===== src/rtl/cpu_types_pkg.sv =====
// Shared core/memory types: RAM handshake encoding, data word and responder FSM states.
// Also provides the width helper used to size the responder's wait counter.
package cpu_types_pkg;

  typedef logic [31:0] word_t;

  typedef enum logic [1:0] {
    FREE   = 2'd0,
    BUSY   = 2'd1,
    ACCESS = 2'd2,
    ERROR  = 2'd3
  } ramstate_t;

  typedef enum logic [2:0] {
    IDLE = 3'd0,
    DACC = 3'd1,
    IACC = 3'd2,
    DHIT = 3'd3,
    IHIT = 3'd4
  } memresp_state_t;

  // Wide enough to hold 0..n-1, never narrower than one bit.
  function automatic int unsigned cnt_width(input int unsigned n);
    return (n > 2) ? $clog2(n) : 1;
  endfunction

endpackage


===== src/rtl/mem_responder_if.sv =====
// Request-unit and RAM-side signal bundle of the memory responder.
// Modport mr is the responder itself; tb is the requester/RAM side.
interface mem_responder_if;
  import cpu_types_pkg::*;

  logic      iREN;
  word_t     iaddr;
  word_t     iload;
  logic      ihit;
  logic      dREN;
  logic      dWEN;
  word_t     daddr;
  word_t     dstore;
  word_t     dload;
  logic      dhit;
  logic      ramREN;
  logic      ramWEN;
  word_t     ramaddr;
  word_t     ramstore;
  word_t     ramload;
  ramstate_t ramstate;
  logic      merr;

  modport mr (
    input  iREN, iaddr, dREN, dWEN, daddr, dstore, ramload, ramstate,
    output iload, ihit, dload, dhit, ramREN, ramWEN, ramaddr, ramstore, merr
  );

  modport tb (
    output iREN, iaddr, dREN, dWEN, daddr, dstore, ramload, ramstate,
    input  iload, ihit, dload, dhit, ramREN, ramWEN, ramaddr, ramstore, merr
  );

endinterface


===== src/rtl/mr_wait_counter.sv =====
// Saturating RAM-wait counter with synchronous clear; term flags the LIMIT-1 count.
// Zero-latency flag from the registered count; holds at LIMIT-1 instead of wrapping.
module mr_wait_counter
  import cpu_types_pkg::*;
#(
  parameter int unsigned LIMIT = 64,
  parameter int unsigned W     = cnt_width(LIMIT)
) (
  input  logic CLK,
  input  logic nRST,
  input  logic clr,
  input  logic en,
  output logic term
);

  localparam logic [W-1:0] LAST = W'(LIMIT - 1);

  logic [W-1:0] cnt_q, cnt_d;

  always_comb begin
    cnt_d = cnt_q;
    if (clr) begin
      cnt_d = '0;
    end else if (en && (cnt_q != LAST)) begin
      cnt_d = cnt_q + W'(1);
    end
  end

  always_ff @(posedge CLK) begin
    if (!nRST) begin
      cnt_q <= '0;
    end else begin
      cnt_q <= cnt_d;
    end
  end

  assign term = (cnt_q == LAST);

endmodule


===== src/rtl/mem_responder.sv =====
// Arbitrates data (priority) and instruction requests onto one RAM port; registered hit/merr pulses.
// Min 3 cycles request-to-IDLE; waits on ramstate, aborts with merr on ERROR or after TIMEOUT wait cycles.
module mem_responder
  import cpu_types_pkg::*;
#(
  parameter int unsigned TIMEOUT = 64
) (
  input  logic            CLK,
  input  logic            nRST,
  mem_responder_if.mr     bus
);

  memresp_state_t state_q, state_d;
  word_t          iload_q, iload_d;
  word_t          dload_q, dload_d;
  logic           ihit_q, ihit_d;
  logic           dhit_q, dhit_d;
  logic           merr_q, merr_d;
  logic           in_acc;
  logic           wait_term;

  mr_wait_counter #(.LIMIT(TIMEOUT)) u_wait (
    .CLK  (CLK),
    .nRST (nRST),
    .clr  (state_d != state_q),
    .en   (in_acc),
    .term (wait_term)
  );

  always_comb begin
    state_d      = state_q;
    iload_d      = iload_q;
    dload_d      = dload_q;
    merr_d       = 1'b0;
    in_acc       = 1'b0;
    bus.ramREN   = 1'b0;
    bus.ramWEN   = 1'b0;
    bus.ramaddr  = '0;
    bus.ramstore = '0;

    case (state_q)
      IDLE: begin
        if (bus.dREN || bus.dWEN) begin
          state_d = DACC;
        end else if (bus.iREN) begin
          state_d = IACC;
        end
      end
      DACC: begin
        in_acc       = 1'b1;
        bus.ramREN   = bus.dREN;
        bus.ramWEN   = bus.dWEN;
        bus.ramaddr  = bus.daddr;
        bus.ramstore = bus.dstore;
        // A withdrawn request leaves quietly: no hit, no error.
        if (!(bus.dREN || bus.dWEN)) begin
          state_d = IDLE;
        end else if (bus.ramstate == ERROR) begin
          state_d = IDLE;
          merr_d  = 1'b1;
        end else if (bus.ramstate == ACCESS) begin
          state_d = DHIT;
          if (bus.dREN) begin
            dload_d = bus.ramload;
          end
        end else if (wait_term) begin
          state_d = IDLE;
          merr_d  = 1'b1;
        end
      end
      IACC: begin
        in_acc      = 1'b1;
        bus.ramREN  = bus.iREN;
        bus.ramaddr = bus.iaddr;
        if (!bus.iREN) begin
          state_d = IDLE;
        end else if (bus.ramstate == ERROR) begin
          state_d = IDLE;
          merr_d  = 1'b1;
        end else if (bus.ramstate == ACCESS) begin
          state_d = IHIT;
          iload_d = bus.ramload;
        end else if (wait_term) begin
          state_d = IDLE;
          merr_d  = 1'b1;
        end
      end
      DHIT:    state_d = IDLE;
      IHIT:    state_d = IDLE;
      default: state_d = IDLE;
    endcase

    ihit_d = (state_d == IHIT);
    dhit_d = (state_d == DHIT);
  end

  always_ff @(posedge CLK) begin
    if (!nRST) begin
      state_q <= IDLE;
      iload_q <= '0;
      dload_q <= '0;
      ihit_q  <= 1'b0;
      dhit_q  <= 1'b0;
      merr_q  <= 1'b0;
    end else begin
      state_q <= state_d;
      iload_q <= iload_d;
      dload_q <= dload_d;
      ihit_q  <= ihit_d;
      dhit_q  <= dhit_d;
      merr_q  <= merr_d;
    end
  end

  assign bus.iload = iload_q;
  assign bus.dload = dload_q;
  assign bus.ihit  = ihit_q;
  assign bus.dhit  = dhit_q;
  assign bus.merr  = merr_q;

endmodule


===== src/flat_wrapper.sv =====
// flat-port wrapper written by rule: the top's interface ports become plain ports
module mem_responder_flat import cpu_types_pkg::*;
#(
  parameter int unsigned TIMEOUT = 64
)
  (CLK, nRST, bus_iREN, bus_iaddr, bus_dREN, bus_dWEN, bus_daddr, bus_dstore, bus_ramload, bus_ramstate, bus_iload, bus_ihit, bus_dload, bus_dhit, bus_ramREN, bus_ramWEN, bus_ramaddr, bus_ramstore, bus_merr);
  mem_responder_if bus_i ();
  input  logic CLK;
  input  logic nRST;
  input wire logic [$bits(bus_i.iREN)-1:0] bus_iREN;
  input wire logic [$bits(bus_i.iaddr)-1:0] bus_iaddr;
  input wire logic [$bits(bus_i.dREN)-1:0] bus_dREN;
  input wire logic [$bits(bus_i.dWEN)-1:0] bus_dWEN;
  input wire logic [$bits(bus_i.daddr)-1:0] bus_daddr;
  input wire logic [$bits(bus_i.dstore)-1:0] bus_dstore;
  input wire logic [$bits(bus_i.ramload)-1:0] bus_ramload;
  input wire logic [$bits(bus_i.ramstate)-1:0] bus_ramstate;
  output wire logic [$bits(bus_i.iload)-1:0] bus_iload;
  output wire logic [$bits(bus_i.ihit)-1:0] bus_ihit;
  output wire logic [$bits(bus_i.dload)-1:0] bus_dload;
  output wire logic [$bits(bus_i.dhit)-1:0] bus_dhit;
  output wire logic [$bits(bus_i.ramREN)-1:0] bus_ramREN;
  output wire logic [$bits(bus_i.ramWEN)-1:0] bus_ramWEN;
  output wire logic [$bits(bus_i.ramaddr)-1:0] bus_ramaddr;
  output wire logic [$bits(bus_i.ramstore)-1:0] bus_ramstore;
  output wire logic [$bits(bus_i.merr)-1:0] bus_merr;
  assign bus_i.iREN = bus_iREN;
  assign bus_i.iaddr = bus_iaddr;
  assign bus_i.dREN = bus_dREN;
  assign bus_i.dWEN = bus_dWEN;
  assign bus_i.daddr = bus_daddr;
  assign bus_i.dstore = bus_dstore;
  assign bus_i.ramload = bus_ramload;
  assign bus_i.ramstate = bus_ramstate;
  assign bus_iload = bus_i.iload;
  assign bus_ihit = bus_i.ihit;
  assign bus_dload = bus_i.dload;
  assign bus_dhit = bus_i.dhit;
  assign bus_ramREN = bus_i.ramREN;
  assign bus_ramWEN = bus_i.ramWEN;
  assign bus_ramaddr = bus_i.ramaddr;
  assign bus_ramstore = bus_i.ramstore;
  assign bus_merr = bus_i.merr;
  mem_responder #(.TIMEOUT(TIMEOUT)) u_core (.CLK(CLK), .nRST(nRST), .bus(bus_i));
endmodule

===== config.mk =====
export PLATFORM = sky130hd
export DESIGN_NAME = mem_responder_flat
export DESIGN_NICKNAME = d
export VERILOG_FILES = /design/src/rtl/cpu_types_pkg.sv /design/src/rtl/mem_responder_if.sv /design/src/rtl/mr_wait_counter.sv /design/src/rtl/mem_responder.sv /design/src/flat_wrapper.sv
export SDC_FILE = /design/constraint.sdc
export NUM_CORES = 1
export LEC_CHECK = 0
export ABC_CLOCK_PERIOD_IN_PS = 1850
export BUFFER_PORTS_ARGS = -buffer_cell sky130_fd_sc_hd__buf_2
export CAP_MARGIN = 5
export CORE_AREA = 2 2 103 105
export CTS_BUF_LIST = sky130_fd_sc_hd__clkbuf_16
export CTS_CLUSTER_DIAMETER = 60
export CTS_CLUSTER_SIZE = 10
export DETAILED_ROUTE_END_ITERATION = 10
export DIE_AREA = 0 0 105 107
export HOLD_SLACK_MARGIN = 0.02
export MAX_ROUTING_LAYER = met4
export PLACE_DENSITY_LB_ADDON = 0.25
export SLEW_MARGIN = 20
export SYNTH_ARGS = -nofsm -noshare
export SYNTH_HDL_FRONTEND = slang
export SYNTH_SLANG_ARGS = --single-unit

===== constraint.sdc =====
create_clock -name CLK -period 1.85 [get_ports CLK]
set_input_delay 0.2775 -clock CLK [delete_from_list [all_inputs] [get_ports CLK]]
set_output_delay 0.2775 -clock CLK [all_outputs]
set_load 0.005 [all_outputs]

==> impl_metrics.toml <==
[worst_setup_path]
worst_setup_path_end_kind = "output port"
reg2reg_to = "u_core.u_wait.cnt_q[1]"
timing.critical_path.required_ns = 1.57
timing.reg2reg.worst_path_depth = 6
timing.critical_path.arrival_ns = 1.59
crit_path_max_fanout = 8
worst-setup-path-type = "flop to output port"
regToRegSetupSlack_ns = 0.01
worstReg2RegStart = "u_core.state_q[2]"
worstSetupStartpointType = "flop"

[floorplanning]
fp.dieH_um = 107
initial_core_utilization_pct = 35.0
core_area_um2 = 10100
die_area_um2 = 11200
num_io_pins = 268
x_dimension_of_the_die_um = 105
row_count = 37

[drt]
wirelength_mm = 13.2
routed_via_density = 4.80
route.detailed.wl_per_inst_um = 15.6
drtAntennaViolNets = 0
drc = 0
dr.first_iter.drc_count = 161
dr_total_vias = 4068
first_pass_iters = 4

[finish]
finalCoreUtilization_pct = 56.4
layout-drive-gt1-share_pct = 46.8
layout.cells.most_common_list = "sky130_fd_sc_hd__buf_2 (261), sky130_fd_sc_hd__nand2_1 (135), sky130_fd_sc_hd__dfxtp_1 (72), sky130_fd_sc_hd__a21boi_0 (59), sky130_fd_sc_hd__and2_1 (33)"
num-nets-final = 842
area_growth_syn_to_layout_pct = 61.1
layout.cells.most_common = "sky130_fd_sc_hd__buf_2"
filler_cell_count = 984

[global_route]
grt_pass1_vias = 3822
initial_antenna_violation_count = 3
grt_first_pass_wirelength_mm = 19.5
grt_max_degree = 70
grt.total_usage_pct = 22.5
grt_remaining_overflow = 0

[pwr]
pwr-share-comb_pct = 17.3
clock_power_share_pct = 41.7
total_power_mw = 4.07
switching_share_pct = 24.0
power.static_leakage_nw = 2.74
netSwitchingPower_uw = 976
power.share.sequential_pct = 41.0
irDropWorstVdd_mv = 0.351
power_per_cell_area_nw_per_um2 = 715
internal_power_mw = 3.09

[logic_synthesis]
ys_async_sr_fraction_pct = 0
dominant_combinational_cell_family_by_area_after_synthesis = "simple AND/OR/NAND/NOR gates"
synthesis.instances = 430
avgSynthCellArea_um2 = 8.21
syn_area_um2 = 3530
seq_area_frac_synth_pct = 43.1
number_of_flops_mapped_to_enable_cells_by_yosys = 0
synth_xor_xnor_area_share_pct = 1.24
synth_ff_type = "sky130_fd_sc_hd__dfxtp_1"
synthesis.nets = 566
synth.ff_latch_count = 76
synthAdderAreaFrac_pct = 0.354
synth.area.mux_share_pct = 0.283
synth_compound_gate_area_share_pct = 23.9
post_synthesis_share_of_cell_area_spent_on_and_or_nand_and_nor_gates_pct = 27.1
post_synth_num_cell_types = 34
ys.warnings.count = 0

[clock_network]
cts_tree = "yes"
clock_latency_ns = 0.33
cts_h_tree_depth = 3
ctsHoldBuffers = 0
clock_pin_slew_on_the_worst_setup_and_hold_paths_ns = 0.06
cts-root-buf = "sky130_fd_sc_hd__clkbuf_16"
cts.sink_count = 76
cts_made_buffers = 9
cts.path.max_buffers = 2

[worst_hold_path]
hold_class = "input port to flop"
worst_hold_path.endpoint = "u_core.bus.dload[7]"
worstHoldPathCells = 3
min_from = "bus_ramload[7]"

[timing]
finalMaxSlewViolations = 0
fin_skew_ns = 0.00681
final_hold_viol_count = 0
slew_headroom_pct = 60.2
finalWorstPathRequiredPeriod_ns = 1.86
final.period_utilization_pct = 101
worst_hold_slack_ns = 0.197
final_critical_path_setup_slack_ns = -0.0137
setup_viol = 2
rsz_0062_raised_after_global_routing = "yes"
pin_slew_with_the_least_headroom_to_its_limit_ns = 0.597
fmax_mhz = 537

[run_status]
violations = "negative setup slack"
status = "complete, but fails checks"

[placed_design]
place.gp.congestion = 0.858
detailedPlacementHpwl_mm = 9.48
port_buffers = 267

[job]
timing.max_cap.violations = 0
power by group through the flow:
stage / Clock [mW] / Sequential [mW] / Combinational (mW)
after floorplan: 0 / 1.70 / 0.256
final: 1.70 / 1.67 / 0.705
after global routing: 1.83 / 1.67 / 0.762
after detailed placement: 0 / 1.71 / 0.588
after CTS: 1.74 / 1.67 / 0.662
after global placement: 0 / 1.71 / 0.580
final cells by class:
cell class              instances  area, µm²  share of cell area, %
clock buffers                   9        225                   3.96
diodes                          2       5.00                 0.0880
repair buffers                298       1770                   31.1
multi-input cells             321       1920                   33.7
clock inverters                 6       65.1                   1.14
flip-flops and latches         76       1530                   27.0
well taps                     136        170                   2.99
sequential cells by signal, summed over array words and instances (netlist names):
signal / cells
u_core.u_wait.cnt_q: 6
u_core.bus.merr: 1
u_core.bus.dhit: 1
u_core.bus.iload: 32
u_core.bus.dload: 32
u_core.bus.ihit: 1
u_core.state_q: 3
critical path, stage by stage (launching register included):
cell	delay (ns)
sky130_fd_sc_hd__dfxtp_4	0.36
sky130_fd_sc_hd__buf_6	0.12
sky130_fd_sc_hd__nor3b_4	0.22
sky130_fd_sc_hd__buf_6	0.15
sky130_fd_sc_hd__buf_12	0.11
sky130_fd_sc_hd__a22o_1	0.17
sky130_fd_sc_hd__buf_2	0.13
cell usage after synthesis (all sizes together), types with 3 or more instances:
cell	n	share of area, %
a22o	32	7.9
a21boi	64	14
and2	38	6.7
nor2b	3	0.53
nand3	4	0.57
nor3b	3	0.78
nand2	135	14
xnor2	4	0.99
clkbuf	25	2.7
nor2	12	1.3
o21ai	3	0.42
buf	8	1.4
dfxtp	76	43
logic make-up (layout without fill, tap and decap cells):
group,Yosys count,count (layout)
and+or+nand+nor,207,207
AOI/OAI and AO/OA,107,107
DFF,76,76
buffers and inverters,33,313
xor gates and xnor gates,5,5
adders and majority gates,1,1
muxes,1,1
other,0,2
worst max path at each step:
stage                                      start                endpoint  slack (ns)
after floorplan           u_core.u_wait.cnt_q[0]  u_core.u_wait.cnt_q[0]        0.11
after global placement    u_core.u_wait.cnt_q[0]  u_core.u_wait.cnt_q[3]        0.05
after detailed placement       u_core.state_q[1]  u_core.u_wait.cnt_q[1]       -0.03
after CTS                      u_core.state_q[2]         bus_ramaddr[31]       -0.05
after global routing           u_core.state_q[1]        bus_ramstore[13]       -0.08
final                          u_core.state_q[2]         bus_ramaddr[31]       -0.01
timing repair:
item | in CTS | in global routing
cloned | 3 | 2
setup endpoints to repair | 71 | 72
buffers inserted | 7 | 7
gates resized for setup | 11 | 21
pin swaps | 7 | 10
per-layer routing:
metal	global-route usage (%)	routed length (µm)
met1	28.6	5890
met5	-	0
met4	8.38	187
met2	35.2	6310
met3	4.98	837
per-stage QoR:
stage                     instance area [µm²]  setup slack, ns  cells  TNS [ns]
final                                    5690          -0.0137    848   -0.0174
after global placement                   5050           0.0496    813         0
after detailed placement                 5050          -0.0255    813   -0.0782
after CTS                                5530          -0.0482    838    -0.287
after floorplan                          3530            0.105    430         0
after global routing                     5690          -0.0801    848     -2.90
Note: power is estimated with default switching activity, not from simulation.
